<file path="src/rtl/video8bit_in_pack.sv">
// 8-bit video capture front end: packs 8 pixels per 64-bit word (first pixel in [63:56]),
// pads short lines to whole words and feeds the DDR write FIFO. Optional macro: VIN_DROP_CNT_EN.
module video8bit_in_pack #(
    parameter int ADDR_BITS = 25
) (
    input  logic                 pclk,
    input  logic                 prst_n,
    input  logic                 invsync,
    input  logic                 inhsync,
    input  logic                 inde,
    input  logic [7:0]           indata,
    input  logic [23:0]          video_width,
    input  logic [11:0]          video_height,
    input  logic [ADDR_BITS-1:0] video_baseaddr,
    input  logic                 sync_fifo_full,
    output logic                 wr_req,
    output logic [63:0]          wr_data,
    output logic                 wr_data_en,
    output logic [ADDR_BITS-1:0] baseaddr,
    output logic [23:0]          ddr_line_length,
    output logic [11:0]          ddr_col_length,
    output logic                 req_end,
    output logic                 overflow,
    output logic [15:0]          drop_cnt
);

    typedef enum logic [2:0] {
        S_IDLE, S_FRAME, S_BLK, S_LINE, S_FLUSH, S_PAD, S_LEND, S_FEND
    } state_t;

    state_t                 state_q, state_d;
    logic                   vsync_q, vsync_d;
    logic [23:0]            width_q, width_d;
    logic [11:0]            height_q, height_d;
    logic [ADDR_BITS-1:0]   base_q, base_d;
    logic [23:0]            line_len_q, line_len_d;
    logic [2:0]             pix_idx_q, pix_idx_d;
    logic [23:0]            pix_cnt_q, pix_cnt_d;
    logic [63:0]            word_q, word_d;
    logic [23:0]            word_cnt_q, word_cnt_d;
    logic [11:0]            line_cnt_q, line_cnt_d;
    logic                   wr_req_q, wr_req_d;
    logic [63:0]            wr_data_q, wr_data_d;
    logic                   wr_data_en_q, wr_data_en_d;
    logic                   req_end_q, req_end_d;
    logic                   overflow_q, overflow_d;

    logic                   vs_rise, vs_fall;
    logic                   accept, push, drop, set_ovf;
    logic [63:0]            push_word;
    logic [63:0]            lane_word;
    logic [23:0]            flush_cnt;

    // hsync carries no control meaning here; the port exists only for interface symmetry.
    logic                   unused_inhsync;
    assign unused_inhsync = inhsync;

    assign vs_rise = invsync & ~vsync_q;
    assign vs_fall = ~invsync & vsync_q;

    // Current word with the incoming pixel merged into lane (7 - pix_idx).
    for (genvar gi = 0; gi < 8; gi++) begin : g_lane
        localparam logic [2:0] LANE_IDX = 3'(7 - gi);
        assign lane_word[gi*8 +: 8] = (pix_idx_q == LANE_IDX) ? indata : word_q[gi*8 +: 8];
    end

    always_comb begin
        state_d      = state_q;
        vsync_d      = invsync;
        width_d      = width_q;
        height_d     = height_q;
        base_d       = base_q;
        line_len_d   = {3'b000, width_q[23:3]} + {23'd0, |width_q[2:0]};
        pix_idx_d    = pix_idx_q;
        pix_cnt_d    = pix_cnt_q;
        word_d       = word_q;
        word_cnt_d   = word_cnt_q;
        line_cnt_d   = line_cnt_q;
        wr_req_d     = 1'b0;
        wr_data_d    = wr_data_q;
        wr_data_en_d = 1'b0;
        req_end_d    = 1'b0;
        accept       = 1'b0;
        push         = 1'b0;
        drop         = 1'b0;
        set_ovf      = 1'b0;
        push_word    = word_q;
        flush_cnt    = word_cnt_q;

        if (invsync) begin
            width_d  = video_width;
            height_d = video_height;
            base_d   = video_baseaddr;
        end

        case (state_q)
            S_IDLE: begin
                if (vs_fall) begin
                    state_d  = S_FRAME;
                    wr_req_d = 1'b1;
                end
            end
            S_FRAME: begin
                line_cnt_d = 12'd0;
                word_cnt_d = 24'd0;
                pix_idx_d  = 3'd0;
                pix_cnt_d  = 24'd0;
                word_d     = 64'd0;
                state_d    = S_BLK;
            end
            S_BLK: begin
                if (inde) begin
                    accept  = (pix_cnt_q < width_q);
                    state_d = S_LINE;
                end
            end
            S_LINE: begin
                if (inde) begin
                    accept = (pix_cnt_q < width_q);
                end else begin
                    state_d = S_FLUSH;
                end
            end
            S_FLUSH: begin
                pix_idx_d = 3'd0;
                pix_cnt_d = 24'd0;
                word_d    = 64'd0;
                if (pix_idx_q != 3'd0) begin
                    push      = 1'b1;
                    push_word = word_q;
                    flush_cnt = word_cnt_q + 24'd1;
                end
                state_d = (flush_cnt < line_len_q) ? S_PAD : S_LEND;
            end
            S_PAD: begin
                // A new line starting here means the previous one is left short.
                if (inde) begin
                    set_ovf = 1'b1;
                    state_d = S_LEND;
                end else begin
                    push      = 1'b1;
                    push_word = 64'd0;
                    if (word_cnt_q + 24'd1 >= line_len_q) begin
                        state_d = S_LEND;
                    end
                end
            end
            S_LEND: begin
                line_cnt_d = line_cnt_q + 12'd1;
                word_cnt_d = 24'd0;
                if (line_cnt_d == height_q) begin
                    state_d   = S_FEND;
                    req_end_d = 1'b1;
                end else if (inde) begin
                    accept  = (pix_cnt_q < width_q);
                    state_d = S_LINE;
                end else begin
                    state_d = S_BLK;
                end
            end
            S_FEND: begin
                state_d = S_FEND;
            end
            default: begin
                state_d = S_IDLE;
            end
        endcase

        if (accept) begin
            pix_cnt_d = pix_cnt_q + 24'd1;
            if (pix_idx_q == 3'd7) begin
                push      = 1'b1;
                push_word = lane_word;
                word_d    = 64'd0;
                pix_idx_d = 3'd0;
            end else begin
                word_d    = lane_word;
                pix_idx_d = pix_idx_q + 3'd1;
            end
        end

        // A dropped word still advances word_cnt so line addressing stays aligned.
        if (push) begin
            word_cnt_d = word_cnt_q + 24'd1;
            wr_data_d  = push_word;
            if (sync_fifo_full) begin
                drop = 1'b1;
            end else begin
                wr_data_en_d = 1'b1;
            end
        end

        if (vs_rise) begin
            state_d      = S_IDLE;
            pix_idx_d    = 3'd0;
            pix_cnt_d    = 24'd0;
            word_d       = 64'd0;
            wr_data_d    = wr_data_q;
            wr_data_en_d = 1'b0;
            req_end_d    = 1'b0;
            drop         = 1'b0;
        end

        overflow_d = invsync ? 1'b0 : (overflow_q | set_ovf | drop);
    end

    always_ff @(posedge pclk or negedge prst_n) begin
        if (!prst_n) begin
            state_q      <= S_IDLE;
            vsync_q      <= 1'b0;
            width_q      <= 24'd0;
            height_q     <= 12'd0;
            base_q       <= '0;
            line_len_q   <= 24'd0;
            pix_idx_q    <= 3'd0;
            pix_cnt_q    <= 24'd0;
            word_q       <= 64'd0;
            word_cnt_q   <= 24'd0;
            line_cnt_q   <= 12'd0;
            wr_req_q     <= 1'b0;
            wr_data_q    <= 64'd0;
            wr_data_en_q <= 1'b0;
            req_end_q    <= 1'b0;
            overflow_q   <= 1'b0;
        end else begin
            state_q      <= state_d;
            vsync_q      <= vsync_d;
            width_q      <= width_d;
            height_q     <= height_d;
            base_q       <= base_d;
            line_len_q   <= line_len_d;
            pix_idx_q    <= pix_idx_d;
            pix_cnt_q    <= pix_cnt_d;
            word_q       <= word_d;
            word_cnt_q   <= word_cnt_d;
            line_cnt_q   <= line_cnt_d;
            wr_req_q     <= wr_req_d;
            wr_data_q    <= wr_data_d;
            wr_data_en_q <= wr_data_en_d;
            req_end_q    <= req_end_d;
            overflow_q   <= overflow_d;
        end
    end

`ifdef VIN_DROP_CNT_EN
    logic [15:0] drop_cnt_q, drop_cnt_d;

    always_comb begin
        drop_cnt_d = drop_cnt_q;
        if (vs_fall) begin
            drop_cnt_d = 16'h0;
        end else if (drop && (drop_cnt_q != 16'hFFFF)) begin
            drop_cnt_d = drop_cnt_q + 16'h1;
        end
    end

    always_ff @(posedge pclk or negedge prst_n) begin
        if (!prst_n) begin
            drop_cnt_q <= 16'h0;
        end else begin
            drop_cnt_q <= drop_cnt_d;
        end
    end

    assign drop_cnt = drop_cnt_q;
`else
    assign drop_cnt = 16'h0;
`endif

    assign wr_req          = wr_req_q;
    assign wr_data         = wr_data_q;
    assign wr_data_en      = wr_data_en_q;
    assign baseaddr        = base_q;
    assign ddr_line_length = line_len_q;
    assign ddr_col_length  = height_q;
    assign req_end         = req_end_q;
    assign overflow        = overflow_q;

endmodule

</file>
<file path="config.mk">
export PLATFORM = sky130hd
export DESIGN_NAME = video8bit_in_pack
export DESIGN_NICKNAME = d
export VERILOG_FILES = /design/src/rtl/video8bit_in_pack.sv
export SDC_FILE = /design/constraint.sdc
export NUM_CORES = 1
export LEC_CHECK = 0
export CORE_MARGIN = 2
export CORE_UTILIZATION = 55
export DETAILED_ROUTE_END_ITERATION = 12
export PLACE_DENSITY = 0.83
export SLEW_MARGIN = 10
export SYNTH_ARGS = -nofsm -noshare
export SYNTH_HDL_FRONTEND = slang
export SYNTH_SLANG_ARGS = --single-unit
</file>
<file path="constraint.sdc">
create_clock -name pclk -period 9.1 [get_ports pclk]
set_input_delay 1.82 -clock pclk [delete_from_list [all_inputs] [get_ports pclk]]
set_output_delay 1.82 -clock pclk [all_outputs]
set_load 0.05 [all_outputs]
</file>
==> impl_metrics.xml <==
<?xml version="1.0" encoding="UTF-8"?>
<metrics>
  <group name="cts">
    <metric name="insertion_delay" unit="ns">0.58</metric>
    <metric name="clk_path_buf_depth" unit="">3</metric>
    <metric name="cts_buffers" unit="">31</metric>
    <metric name="post_cts_resize_count" unit="">0</metric>
    <metric name="cts_tree" unit="">done</metric>
    <metric name="htree_levels" unit="">1</metric>
    <metric name="ctsHoldBuffers" unit="">0</metric>
    <metric name="numClockSinks" unit="">282</metric>
    <metric name="root_buffer" unit="">sky130_fd_sc_hd__clkbuf_16</metric>
    <metric name="post_cts.repair.setup_buffers" unit="">0</metric>
    <metric name="clk_pin_slew_worst_paths" unit="ns">0.06</metric>
  </group>
  <group name="finish">
    <metric name="filler_cell_count" unit="">2036</metric>
    <metric name="drive_above_1_share" unit="">0.0900</metric>
    <metric name="area_growth" unit="%">20.2</metric>
    <metric name="seq_area" unit="µm²">7060</metric>
    <metric name="finish.net_count" unit="">1843</metric>
    <metric name="multi_input_logic_area" unit="µm²">7880</metric>
    <metric name="stdcell_area" unit="µm²">19000</metric>
    <metric name="antenna_cells" unit="">0</metric>
  </group>
  <group name="sta">
    <metric name="skew" unit="ns">0.0163</metric>
    <metric name="fin_setup_tns" unit="ns">0</metric>
    <metric name="grt_setup_unrepaired" unit="">no</metric>
    <metric name="finalHoldViolCount" unit="">0</metric>
    <metric name="max_slew_margin" unit="">0.198</metric>
    <metric name="finalWorstPathRequiredPeriod" unit="ns">5.35</metric>
    <metric name="worst_pin_slew" unit="ns">1.20</metric>
    <metric name="fmax" unit="MHz">187</metric>
    <metric name="report.final.setup_viol" unit="">0</metric>
    <metric name="fin_crit_sh" unit="">0.588</metric>
    <metric name="report.final.slew_viol_count" unit="">0</metric>
  </group>
  <group name="yosys">
    <metric name="synth_async_sr_flop_share" unit="">1.00</metric>
    <metric name="syn-mean-instance-area" unit="µm²">10.1</metric>
    <metric name="top_post_synthesis_cells_by_count" unit="">sky130_fd_sc_hd__dfrtp_1, sky130_fd_sc_hd__nand2_1, sky130_fd_sc_hd__inv_1, sky130_fd_sc_hd__ha_1, sky130_fd_sc_hd__clkbuf_1</metric>
    <metric name="synth_edf_count" unit="">0</metric>
    <metric name="synthCells" unit="">1555</metric>
    <metric name="postSynthRegisterBits" unit="">282</metric>
    <metric name="yosysTopAreaCell" unit="">sky130_fd_sc_hd__dfrtp_1</metric>
    <metric name="yosys_warnings" unit="">0</metric>
    <metric name="synth_cell_types" unit="">73</metric>
    <metric name="ys_top_cells_by_area" unit="">sky130_fd_sc_hd__dfrtp_1, sky130_fd_sc_hd__ha_1, sky130_fd_sc_hd__mux2_2, sky130_fd_sc_hd__nand2_1, sky130_fd_sc_hd__a32o_1</metric>
    <metric name="most_used_flip_flop_cell_after_synthesis" unit="">sky130_fd_sc_hd__dfrtp_1</metric>
    <metric name="ys_seq_area_frac" unit="">0.447</metric>
    <metric name="yosys.area.top_type_share" unit="">0.447</metric>
    <metric name="synth_most_common_cell" unit="">sky130_fd_sc_hd__dfrtp_1</metric>
    <metric name="synth.cell_area" unit="µm²">15800</metric>
  </group>
  <group name="power_and_ir_drop">
    <metric name="power_switching" unit="W">0.00193</metric>
    <metric name="p_sw_frac" unit="">0.400</metric>
    <metric name="total_leakage_power" unit="nW">8.32</metric>
    <metric name="p_seq_frac" unit="">0.337</metric>
    <metric name="power_share_of_the_clock_group" unit="">0.277</metric>
    <metric name="internal_power" unit="W">0.00290</metric>
    <metric name="irDropWorstVdd" unit="µV">269</metric>
    <metric name="pwr_density_cell" unit="nW/µm²">255</metric>
    <metric name="combinationalPowerShare" unit="">0.386</metric>
  </group>
  <group name="place">
    <metric name="place.gp.congestion" unit="">0.883</metric>
    <metric name="placed_cell_area" unit="µm²">17900</metric>
    <metric name="post-dp-hpwl" unit="mm">28.4</metric>
    <metric name="io_buffers" unit="">200</metric>
  </group>
  <group name="floorplan">
    <metric name="pin_count" unit="">220</metric>
    <metric name="die_w" unit="µm">173</metric>
    <metric name="floorplan.rows" unit="">61</metric>
    <metric name="effective_utilization_at_floorplan" unit="">0.563</metric>
    <metric name="core_ar" unit="µm²">28000</metric>
    <metric name="dieArea" unit="µm²">30000</metric>
    <metric name="die_h" unit="µm">173</metric>
  </group>
  <group name="detailed_routing">
    <metric name="ant_nets" unit="">0</metric>
    <metric name="drt-total-wl" unit="mm">42.3</metric>
    <metric name="drtPass1Iterations" unit="">6</metric>
    <metric name="drt-wirelength-per-cell" unit="µm">20.3</metric>
    <metric name="detail_route.vias_per_cell" unit="">6.35</metric>
    <metric name="vias" unit="">13300</metric>
    <metric name="post-route-drc-count" unit="">0</metric>
    <metric name="first_iter_violations" unit="">1377</metric>
  </group>
  <group name="critical_path">
    <metric name="largest_fanout_on_the_critical_path" unit="">77</metric>
    <metric name="required" unit="ns">9.55</metric>
    <metric name="critPathArrivalTime" unit="ns">5.80</metric>
    <metric name="timing.critical_path.from_type" unit="">primary input</metric>
    <metric name="setup.worst_path.class" unit="">primary input to flop</metric>
    <metric name="crit_path_end_kind" unit="">flop</metric>
  </group>
  <group name="run">
    <metric name="drv_cap" unit="">0</metric>
  </group>
  <group name="global_route">
    <metric name="grtUsageMet2" unit="">0.450</metric>
    <metric name="grt_pass1_wl" unit="mm">68.3</metric>
    <metric name="antenna_violations_before_repair" unit="">0</metric>
    <metric name="gr-usage-met1" unit="">0.369</metric>
    <metric name="groute.layer.met3.usage" unit="">0.0559</metric>
    <metric name="globalRouteOverflowTotal" unit="">0</metric>
    <metric name="globalRoute.busiestLayer" unit="">met2</metric>
    <metric name="via_count_of_the_first_global_routing_pass" unit="">12900</metric>
    <metric name="grt_use_total" unit="">0.275</metric>
    <metric name="grt_start_max_net_pins" unit="">87</metric>
  </group>
  <group name="hold_path">
    <metric name="min_path_type" unit="">flop to flop</metric>
  </group>
  <group name="outcome">
    <metric name="run_status" unit="">completed</metric>
  </group>
</metrics>
cell type report:
| cell class | count | area share |
|---|---|---|
| sequential | 282 | 0.372 |
| tap | 378 | 0.0250 |
| clock inverter | 12 | 0.0100 |
| multi-input combinational | 1074 | 0.416 |
| timing repair buffer | 218 | 0.113 |
| inverter | 82 | 0.0162 |
| clock buffer | 43 | 0.0475 |
routing by layer:
metal	part of all wire	vias up
li1	-	5934
met1	0.41	6606
met5	0	-
met2	0.48	627
met3	0.088	92
met4	0.026	0
layout by cell type (no fill, tap or decap), types with 9 or more instances in the layout:
cell type                         count
sky130_fd_sc_hd__nor3_1              16
sky130_fd_sc_hd__buf_4               19
sky130_fd_sc_hd__clkbuf_16           31
sky130_fd_sc_hd__or2_2               12
sky130_fd_sc_hd__nand4_1             22
sky130_fd_sc_hd__inv_1               82
sky130_fd_sc_hd__a22o_1              15
sky130_fd_sc_hd__nor2b_1             18
sky130_fd_sc_hd__a32o_1              51
sky130_fd_sc_hd__mux2_2              49
sky130_fd_sc_hd__a2bb2oi_1           40
sky130_fd_sc_hd__and3_1              17
sky130_fd_sc_hd__conb_1              18
sky130_fd_sc_hd__clkdlybuf4s50_1    198
sky130_fd_sc_hd__o211ai_1            47
sky130_fd_sc_hd__nor2_1              63
sky130_fd_sc_hd__nand2b_1             9
sky130_fd_sc_hd__a22oi_1             18
sky130_fd_sc_hd__o31ai_1              9
sky130_fd_sc_hd__nand2_1            140
sky130_fd_sc_hd__a311oi_1            30
sky130_fd_sc_hd__dfrtp_1            282
sky130_fd_sc_hd__ha_1                78
sky130_fd_sc_hd__a21o_1              22
sky130_fd_sc_hd__a21oi_1             41
sky130_fd_sc_hd__xnor2_1             45
sky130_fd_sc_hd__a221o_1              9
sky130_fd_sc_hd__xor2_1              25
sky130_fd_sc_hd__mux2i_1             24
sky130_fd_sc_hd__nand3_1             54
sky130_fd_sc_hd__o21ai_0             69
sky130_fd_sc_hd__a211oi_1            20
sky130_fd_sc_hd__and2_1              14
stage by stage:
step           setup WS [ns]  hold slack (ns)   util  instances  power, W
6_report                3.75            0.481  0.677       2089   0.00483
3_5_place_dp            3.21            0.471  0.638       2034   0.00348
2_1_floorplan           5.31            0.445      -       1572   0.00287
5_1_grt                 3.58            0.491  0.677       2089   0.00502
3_3_place_gp            3.30            0.461  0.638       2034   0.00343
4_1_cts                 3.77            0.477  0.677       2089   0.00482
sequential cells by signal, summed over array words and instances, names as in the netlist, 3 cells and up:
register         count
word_cnt_q          24
line_cnt_q          12
state_q              3
baseaddr            25
wr_data             64
word_q              64
ddr_line_length     22
pix_cnt_q           24
ddr_col_length      12
width_q             24
pix_idx_q            3
logic make-up after synthesis:
logic type,share of synthesized area
simple gates,0.131
compound gates,0.204
other cells,0.000238
buf+inv,0.0597
xor+xnor,0.0389
flops,0.447
fa+ha+maj,0.0627
mux,0.0564
final timing paths:
| check | startpoint | end | slack, ns | cells after the start |
|---|---|---|---|---|
| min in group asynchronous | prst_n | baseaddr[18] | 1.21 | 1 |
| setup reg to reg | width_q[7] | wr_data[1] | 4.57 | 12 |
| max in group asynchronous | prst_n | baseaddr[6] | 6.39 | 2 |
| hold reg to reg | width_q[20] | ddr_line_length[17] | 0.48 | 1 |
| setup / recovery | inde | wr_data[1] | 3.75 | 10 |
| hold / removal | width_q[20] | ddr_line_length[17] | 0.48 | 1 |
power groups by stage:
stage	Clock (W)	Combinational [W]	Sequential, W
2_1_floorplan	0	0.000810	0.00206
3_3_place_gp	0	0.00180	0.00163
3_5_place_dp	0	0.00184	0.00164
4_1_cts	0.00135	0.00186	0.00162
5_1_grt	0.00140	0.00196	0.00165
6_report	0.00134	0.00186	0.00163
worst max-delay path: stages:
cell and delay [ns]:
sky130_fd_sc_hd__clkdlybuf4s50_1 0.64, sky130_fd_sc_hd__nand2b_1 0.11, sky130_fd_sc_hd__a221oi_1 0.19, sky130_fd_sc_hd__o21ai_0 0.23, sky130_fd_sc_hd__o41ai_1 0.74, sky130_fd_sc_hd__a41oi_4 0.03
sky130_fd_sc_hd__buf_4 0.43, sky130_fd_sc_hd__nor2_4 0.63, sky130_fd_sc_hd__buf_4 0.51, sky130_fd_sc_hd__mux2_2 0.40
(Power assumes the default switching activity.)
